$ cat config.mk
export PLATFORM = sky130hd
export DESIGN_NAME = result_readback_flat
export DESIGN_NICKNAME = d
export VERILOG_FILES = /design/src/rtl/result_readback_pkg.sv /design/src/rtl/result_readback_if.sv /design/src/rtl/result_readback_toggle_edge_det.sv /design/src/rtl/result_readback.sv /design/src/flat_wrapper.sv
export SDC_FILE = /design/constraint.sdc
export NUM_CORES = 1
export LEC_CHECK = 0
export BUFFER_PORTS_ARGS = -buffer_cell sky130_fd_sc_hd__buf_2
export CORE_MARGIN = 2
export CORE_UTILIZATION = 40
export CTS_CLUSTER_SIZE = 14
export DETAILED_ROUTE_END_ITERATION = 8
export SYNTH_ARGS = -nofsm -noshare
export SYNTH_HDL_FRONTEND = slang
export SYNTH_SLANG_ARGS = --single-unit
$ cat constraint.sdc
create_clock -name i_CLK -period 2.2 [get_ports i_CLK]
set_clock_uncertainty 0.1 [all_clocks]
set_input_delay 0.22 -clock i_CLK [delete_from_list [all_inputs] [get_ports i_CLK]]
set_output_delay 0.22 -clock i_CLK [all_outputs]
set_load 0.02 [all_outputs]
$ cat src/rtl/result_readback_pkg.sv
// -----------------------------------------------------------------------------
// result_readback_pkg
// Shared constants for the result readback path: default widths for the
// memory address, result word and word-count, plus the FSM state encoding
// used by the readback FSM and exposed on its debug state output.
// -----------------------------------------------------------------------------
package result_readback_pkg;

    localparam int NB_ADDRESS = 10;   // memory address width
    localparam int RAM_WIDTH  = 13;   // result word width
    localparam int NB_IMAGE   = 10;   // word-count width

    localparam int NB_STATE = 3;

    localparam logic [NB_STATE-1:0] ST_IDLE  = 3'd0;
    localparam logic [NB_STATE-1:0] ST_ARMED = 3'd1;
    localparam logic [NB_STATE-1:0] ST_READ  = 3'd2;
    localparam logic [NB_STATE-1:0] ST_LATCH = 3'd3;
    localparam logic [NB_STATE-1:0] ST_DONE  = 3'd4;

    // The block owns the memory-0 read port while in any of these states.
    function automatic logic state_is_busy(input logic [NB_STATE-1:0] st);
        return (st == ST_ARMED) || (st == ST_READ) || (st == ST_LATCH);
    endfunction

endpackage

$ cat src/rtl/result_readback_if.sv
// -----------------------------------------------------------------------------
// result_readback_if
// Bundles the readback control inputs, the MCU toggle handshake, the memory-0
// read port and the status outputs.
//
// Handshake: every level change of i_req asks for one word. When the word is
// on o_data, o_ack has been toggled so that it equals i_req again. The MCU
// waits for o_ack == i_req before reading o_data and issuing the next toggle.
//
//   slave  : the readback block (drives o_*, o_state)
//   master : the environment (FSM, MCU, memory) driving i_*
// -----------------------------------------------------------------------------
interface result_readback_if;
    import result_readback_pkg::*;

    logic                  i_start;
    logic [NB_IMAGE-1:0]   i_length;
    logic                  i_abort;
    logic                  i_req;
    logic [RAM_WIDTH-1:0]  i_mem_data;
    logic [NB_ADDRESS-1:0] o_readAdd;
    logic                  o_rd_en;
    logic [RAM_WIDTH-1:0]  o_data;
    logic                  o_ack;
    logic                  o_busy;
    logic                  o_done;
    logic                  o_overrun;
    logic [NB_STATE-1:0]   o_state;    // debug: current FSM state

    modport slave (
        input  i_start, i_length, i_abort, i_req, i_mem_data,
        output o_readAdd, o_rd_en, o_data, o_ack, o_busy, o_done, o_overrun,
               o_state
    );

    modport master (
        output i_start, i_length, i_abort, i_req, i_mem_data,
        input  o_readAdd, o_rd_en, o_data, o_ack, o_busy, o_done, o_overrun,
               o_state
    );

endinterface

$ cat src/rtl/result_readback_toggle_edge_det.sv
// -----------------------------------------------------------------------------
// toggle_edge_det
// Detects a level change on a toggle-encoded request. The input is registered
// every cycle; toggled is high while the live input differs from the
// registered copy, i.e. for the one cycle in which a new level first appears.
//
//   clk     in  clock
//   rst_n   in  asynchronous active-low reset (registered copy -> 0)
//   tgl     in  toggle input
//   toggled out input differs from its registered copy
// -----------------------------------------------------------------------------
module toggle_edge_det (
    input  logic clk,
    input  logic rst_n,
    input  logic tgl,
    output logic toggled
);

    logic tgl_q;

    always_ff @(posedge clk or negedge rst_n) begin
        if (!rst_n) begin
            tgl_q <= 1'b0;
        end else begin
            tgl_q <= tgl;
        end
    end

    assign toggled = tgl ^ tgl_q;

endmodule

$ cat src/rtl/result_readback.sv
// -----------------------------------------------------------------------------
// result_readback
// Drains convolution results from output memory 0 to the MCU, one word per
// request toggle. Armed by the end-of-processing pulse, it reads word `count`
// from memory, holds it on o_data and toggles o_ack, until `len` words have
// been returned. The memory-0 read port is muxed by the parent: this block
// drives it while o_busy is high.
//
//   i_CLK    in  clock
//   i_rst_n  in  asynchronous active-low reset
//   bus      slave modport of result_readback_if (controls, handshake,
//            memory read port, status, debug state)
// -----------------------------------------------------------------------------
module result_readback
    import result_readback_pkg::*;
(
    input  logic              i_CLK,
    input  logic              i_rst_n,
    result_readback_if.slave  bus
);

    logic [NB_STATE-1:0]   state;
    logic [NB_IMAGE-1:0]   len;
    logic [NB_IMAGE-1:0]   count;
    logic [NB_IMAGE-1:0]   count_inc;
    logic [NB_ADDRESS-1:0] addr;
    logic [RAM_WIDTH-1:0]  data;
    logic                  ack;
    logic                  overrun;
    logic                  req_edge;

    toggle_edge_det u_req_det (
        .clk     (i_CLK),
        .rst_n   (i_rst_n),
        .tgl     (bus.i_req),
        .toggled (req_edge)
    );

    // count < len <= 2^NB_IMAGE - 1 inside a run, so this never overflows.
    assign count_inc = count + 1'b1;

    always_ff @(posedge i_CLK or negedge i_rst_n) begin
        if (!i_rst_n) begin
            state   <= ST_IDLE;
            len     <= '0;
            count   <= '0;
            addr    <= '0;
            data    <= '0;
            ack     <= 1'b0;
            overrun <= 1'b0;
        end else if (bus.i_abort) begin
            // data and ack hold so the MCU's view of the handshake stays valid.
            state   <= ST_IDLE;
            count   <= '0;
            addr    <= '0;
            overrun <= 1'b0;
        end else begin
            case (state)
                ST_IDLE, ST_DONE: begin
                    // Request edges here are ignored and never flag overrun.
                    if (bus.i_start) begin
                        len     <= bus.i_length;
                        count   <= '0;
                        addr    <= '0;
                        overrun <= 1'b0;
                        state   <= (bus.i_length == '0) ? ST_DONE : ST_ARMED;
                    end
                end
                ST_ARMED: begin
                    if (req_edge) begin
                        // Address register is loaded so it is valid in READ and
                        // still shows the last word's address after the run.
                        addr  <= count[NB_ADDRESS-1:0];
                        state <= ST_READ;
                    end
                end
                ST_READ: begin
                    if (req_edge) overrun <= 1'b1;
                    state <= ST_LATCH;
                end
                ST_LATCH: begin
                    if (req_edge) overrun <= 1'b1;
                    data  <= bus.i_mem_data;
                    ack   <= ~ack;
                    count <= count_inc;
                    state <= (count_inc == len) ? ST_DONE : ST_ARMED;
                end
                default: state <= ST_IDLE;
            endcase
        end
    end

    assign bus.o_readAdd = addr;
    assign bus.o_rd_en   = (state == ST_READ);
    assign bus.o_data    = data;
    assign bus.o_ack     = ack;
    assign bus.o_busy    = state_is_busy(state);
    assign bus.o_done    = (state == ST_DONE);
    assign bus.o_overrun = overrun;
    assign bus.o_state   = state;

endmodule

$ cat src/flat_wrapper.sv
// flat-port wrapper written by rule: the top's interface ports become plain ports
module result_readback_flat import result_readback_pkg::*;
  (i_CLK, i_rst_n, bus_i_start, bus_i_length, bus_i_abort, bus_i_req, bus_i_mem_data, bus_o_readAdd, bus_o_rd_en, bus_o_data, bus_o_ack, bus_o_busy, bus_o_done, bus_o_overrun, bus_o_state);
  result_readback_if bus_i ();
  input  logic i_CLK;
  input  logic i_rst_n;
  input wire logic [$bits(bus_i.i_start)-1:0] bus_i_start;
  input wire logic [$bits(bus_i.i_length)-1:0] bus_i_length;
  input wire logic [$bits(bus_i.i_abort)-1:0] bus_i_abort;
  input wire logic [$bits(bus_i.i_req)-1:0] bus_i_req;
  input wire logic [$bits(bus_i.i_mem_data)-1:0] bus_i_mem_data;
  output wire logic [$bits(bus_i.o_readAdd)-1:0] bus_o_readAdd;
  output wire logic [$bits(bus_i.o_rd_en)-1:0] bus_o_rd_en;
  output wire logic [$bits(bus_i.o_data)-1:0] bus_o_data;
  output wire logic [$bits(bus_i.o_ack)-1:0] bus_o_ack;
  output wire logic [$bits(bus_i.o_busy)-1:0] bus_o_busy;
  output wire logic [$bits(bus_i.o_done)-1:0] bus_o_done;
  output wire logic [$bits(bus_i.o_overrun)-1:0] bus_o_overrun;
  output wire logic [$bits(bus_i.o_state)-1:0] bus_o_state;
  assign bus_i.i_start = bus_i_start;
  assign bus_i.i_length = bus_i_length;
  assign bus_i.i_abort = bus_i_abort;
  assign bus_i.i_req = bus_i_req;
  assign bus_i.i_mem_data = bus_i_mem_data;
  assign bus_o_readAdd = bus_i.o_readAdd;
  assign bus_o_rd_en = bus_i.o_rd_en;
  assign bus_o_data = bus_i.o_data;
  assign bus_o_ack = bus_i.o_ack;
  assign bus_o_busy = bus_i.o_busy;
  assign bus_o_done = bus_i.o_done;
  assign bus_o_overrun = bus_i.o_overrun;
  assign bus_o_state = bus_i.o_state;
  result_readback u_core (.i_CLK(i_CLK), .i_rst_n(i_rst_n), .bus(bus_i));
endmodule
-- Yosys cells after proc, flatten, opt, wreduce, memory -nomap -nowiden
Cells that the tools add are included.
- bits in registers: 49
- bits of input ports: 28
- word-level logic and storage cells: 51
- add/sub/neg operators: 1
- eq/ne operators: 8
- mux-type cells: 16
- bitwise operators: 3
- reduce and logical (&&, ||, !) cells: 15
- operators with widths (kind ; count):
    $mux W10 ; 4
    $pmux W10 S2 ; 2
    $mux W3 ; 5
    $pmux W3 S4 ; 1
    $add A10 B1 Y10 const B ; 1
    $eq A10 B10 Y1 ; 1
    $logic_not A10 Y1 ; 1
    $reduce_and A3 Y1 ; 3
    $reduce_bool A3 Y1 ; 3
    $eq A3 B2 Y1 const B ; 2
    $reduce_and A2 Y1 ; 3
    $reduce_or A2 Y1 ; 2
    $eq A3 B1 Y1 const B ; 1
    $eq A3 B3 Y1 const B ; 1
    $logic_not A3 Y1 ; 1
    $mux W1 ; 3
    $ne A3 B1 Y1 const B ; 1
    $ne A3 B2 Y1 const B ; 1
    $ne A3 B3 Y1 const B ; 1
    $logic_or A1 B1 Y1 ; 2
    $not A1 Y1 ; 2
    $pmux W1 S2 ; 1
    $xor A1 B1 Y1 ; 1

-- Longest topological paths before layout
- word-level depth: 5
- gate-level depth with buffers: 8
- mapped depth without buffers: 7

-- By module
From an unflattened synthesis, not the netlist that was laid out.
- cells, all modules: 273
- area, all modules: 2479.9 sq um
- by module, submodules not included (module ; times used ; cells each ; area an instance (sq um) ; sequential area each (sq um)):
    result_readback ; 1 ; 271 ; 2446.1 ; 1201.2
    toggle_edge_det ; 1 ; 2 ; 33.8 ; 25.0

-- Worst setup path after synthesis
No wires, ideal clock.
- kind: flip-flop to flip-flop
- start point: register u_core.count[0]
- end point: register u_core.state[0] (netlist: u_core.bus.o_state[0])
- library setup time: 0.118 ns
- data arrival time: 1.838 ns
- setup slack: 0.144 ns
- stages on the path, launching flop included: 9
- cell sequence: dfrtp_1 > ha_1 > clkbuf_1 > and4_1 > nand4_1 > mux2i_1 > o22ai_1 > o2111ai_1 > a21o_1
- cells in the longest elaborated chain, start to end: 5
- ends and longest elaborated chain (what ; RTL line ; RTL):
    start, declared ; result_readback.sv:24 ; logic [NB_IMAGE-1:0] count;
    start signal, assigned ; result_readback.sv:85 ; count <= count_inc;
    $add A10 B1 Y10 ; result_readback.sv:40 ; assign count_inc = count + 1'b1;
    $eq A10 B10 Y1 ; result_readback.sv:86 ; state <= (count_inc == len) ? ST_DONE : ST_ARMED;
    $mux W3 ; result_readback.sv:86 ;
    $pmux W3 S4 ; result_readback.sv:58 ; case (state)
    $mux W3 ; result_readback.sv:51 ; end else if (bus.i_abort) begin
    end signal, assigned ; result_readback.sv:66 ; state <= (bus.i_length == '0) ? ST_DONE : ST_ARMED;
    end signal, assigned ; result_readback.sv:86 ;
    end, declared ; result_readback.sv:22 ; logic [NB_STATE-1:0] state;
Every way passes these cells.
A chain may end at the register's enable or synchronous reset.

-- Final worst setup path
Same ends and word-level chain as after synthesis.

==> reports/metrics.yaml <==
seq_area_frac_synth_pct: 50.2
maxCapViolCount: 0
synth_fa_ha_area_share_pct: 0.512
hp-class: "in -> reg"
clock_tree.root_cell: "clkbuf_8"
gr-usage-all-layers_pct: 19.0
switchingPower_w: 0.000874
synth_top_family_by_area: "simple AND/OR/NAND/NOR gates"
min-delay-start: "bus_i_mem_data[12]"
place_hpwl_mm: 3.99
grt_pass1_vias: 2025
holdWs_ps: 2.69
postSynthCellCount: 267
die_h_um: 82.2
swShare_pct: 32.1
nFillCells: 550
fin_area_um2: 3110
path_cells: "ha_1 > and4_2 > nand4_1 > mux2i_1 > o22ai_1 > o2111ai_1 > a21o_1"
insertion_delay_ps: 310
routedWlPerCell_um: 13.9
drc: 0
syn-cell-area_um2: 2440
cpLargestDelayFamily: "compound AO/OA/AOI/OAI gates"
tns_ps: 0
drive_gt1_share_pct: 28.7
die_area_um2: 6750
yosys.area.top_type: "dfrtp_1"
cts-htree-levels: 2
setup_viol: 0
fmax_mhz: 498
hold_viol: 0
io_buffers: 58
synth_flop_cell: "dfrtp_1"
cpPeakStageDelay_ps: 440
cts_tree: "done"
ys_top_cells_by_area: "dfrtp_1 50%, nand2_1 11%, o21ai_0 5.5%"
combPwrFrac_pct: 27.7
startpoint: "u_core.count[0]"
ant_nets: 0
tightest_slew_ps: 595
grt_pass1_wl_mm: 9.80
powerDensity_nw_per_um2: 874
r2r-start: "u_core.count[0]"
synthMuxAreaShare_pct: 4.09
num_vias: 2109
place.gp.congestion: 0.806
drtIter0Drc: 117
cts.sinks: 49
core_um2: 5920
synth_compound_area_share_pct: 13.9
reg2reg_depth: 7
syn_nets: 296
p_clk_share_pct: 27.8
yosys.area_share.simple_pct: 23.3
syn2layout_area_growth_pct: 27.3
final_nets: 370
fin_total_pwr_w: 0.00272
drt_pass1_iterations: 4
grt_antenna_before_repair: 0
cp-start-kind: "flop"
wirelength_mm: 5.80
maxSlewHeadroom_pct: 60.3
cp_data_required_time_ps: 2300
sequentialPowerShare_pct: 44.5
grt-ovfl-total: 0
path_clk_slew_ps: 90
p_int_w: 0.00184
crit_type: "reg -> reg"
synth_top_cell_area_share_pct: 50.2
initial_core_util_pct: 41.3
avgSynthCellArea_um2: 9.16
diodes: 0
rows: 28
synth_xor_area_share_pct: 3.58
cp_num_cells: 7
path_max_fanout: 7
dpl-instance-area_um2: 2840
synth_seq_cells: 49
grt_max_degree: 50
ys_types: 47
die_w_um: 82.2
critPathBufInv: 0
synth-warning-count: 0
end_kind: "flop"
finalCritPeriodShare_pct: 91.4
worst_path_max_delay_cell: "dfrtp_2"
ir_drop_mv: 0.545
slew_viol_final: 0
io_pins: 59
rsz0062_at_grt: "false"
numCtsBuffers: 5
p_leak_nw: 1.51
synth-edff-count: 0
status: "completed"
vias_per_cell: 5.06
finalCriticalPeriod_ps: 2010
clock_path_buffers: 2
synth-async-reset-ratio_pct: 100
min_path_cells: 3
cp.arrival_ps: 2110
[placed cells by master, fill, tap and decap left out, types with 5 or more instances in the layout]
master         instances
a21oi_1                9
buf_2                 58
buf_4                 11
clkbuf_8               5
dfrtp_1               46
dlygate4sd3_1         12
inv_1                  6
mux2_2                 8
nand2_1               74
nor2_1                12
o21ai_0               27
xnor2_1                5
xor2_1                 5
[through the flow]
| stage | cells | setup slack (ps) | utilization [%] |
|---|---|---|---|
| after floorplan | 267 | 144 | - |
| after detailed placement | 396 | 80.4 | 47.9 |
| final | 417 | 190 | 52.6 |
| after global routing | 417 | 9.64 | 52.6 |
| after global placement | 396 | 154 | 47.9 |
| after CTS | 416 | 24.9 | 52.2 |
[cells in the mapped netlist (all sizes together) (2+ instances only)]
library cell  count
a21o              2
a21oi             9
a221oi            2
and2b             4
and3              3
buf               8
clkbuf            7
dfrtp            49
inv               6
mux2              8
nand2            74
nand2b            4
nand3             4
nand4             3
nor2             13
nor3              5
nor4              2
o21ai            28
o31ai             4
or3               3
xnor2             5
xor2              5
[registers in the layout, indices dropped and copies added, names as in the netlist]
signal,flops
u_core.bus.o_overrun,1
u_core.count,10
u_core.bus.o_readAdd,10
u_core.bus.o_state,3
u_core.bus.o_ack,1
u_core.u_req_det.tgl_q,1
u_core.bus.o_data,13
u_core.len,10
[power by group through the flow]
stage	combinational, W	sequential [W]	clock, W
detailed placement	0.000744	0.00122	0
CTS	0.000760	0.00121	0.000778
floorplan	0.000323	0.00137	0
finish	0.000753	0.00121	0.000756
global route	0.000843	0.00124	0.000816
global placement	0.000729	0.00122	0
[worst paths after layout]
kind,endpoint,slack [ps]
worst max-delay path,u_core.bus.o_state[0],190
worst min-delay path,u_core.bus.o_data[12],3
worst max register to register,u_core.bus.o_state[0],190
worst min register to register,u_core.bus.o_ack,370
max in group asynchronous,u_core.count[3],1440
min in group asynchronous,u_core.count[4],320
[metal layers]
layer / part of all wire, % / routed length, um / up-vias / track usage [%]
met3: 5.2 / 300 / 4 / 3.91
met1: 48 / 2790 / 992 / 27.2
met4: 0.69 / 40 / 0 / 4.50
met5: 0 / 0 / - / 0
met2: 46 / 2670 / 59 / 29.4
li1: - / - / 1054 / -
[repair_timing]
item | 4_1_cts | 5_1_grt
setup buffers | 0 | 1
hold endpoints to repair | 60 | 0
hold buffers | 12 | 0
setup endpoints to repair | 0 | 12
gates resized for setup | 0 | 6
[cells by family (layout without fill, tap and decap cells)]
group,Yosys count,in the layout
xor+xnor,10,10
buf+inv,21,96
fa+ha+maj,1,1
simple gates,122,122
flops,49,49
compound gates,55,55
mux,9,9
[worst register-to-register path, stage by stage (launching register included)]
cell	delay, ps
dfrtp_2	440
ha_1	180
and4_2	280
nand4_1	190
mux2i_1	180
o22ai_1	130
o2111ai_1	190
a21o_1	220
[final cells by class]
type	count	area, um2	share of cell area (%)
inverters	6	22.5	0.724
multi-input cells	197	1120	35.9
repair buffers	82	513	16.5
clock buffers	5	68.8	2.21
well taps	75	93.8	3.02
flip-flops and latches	49	1230	39.5
clock inverters	3	65.1	2.09
(Power assumes the default switching activity.)
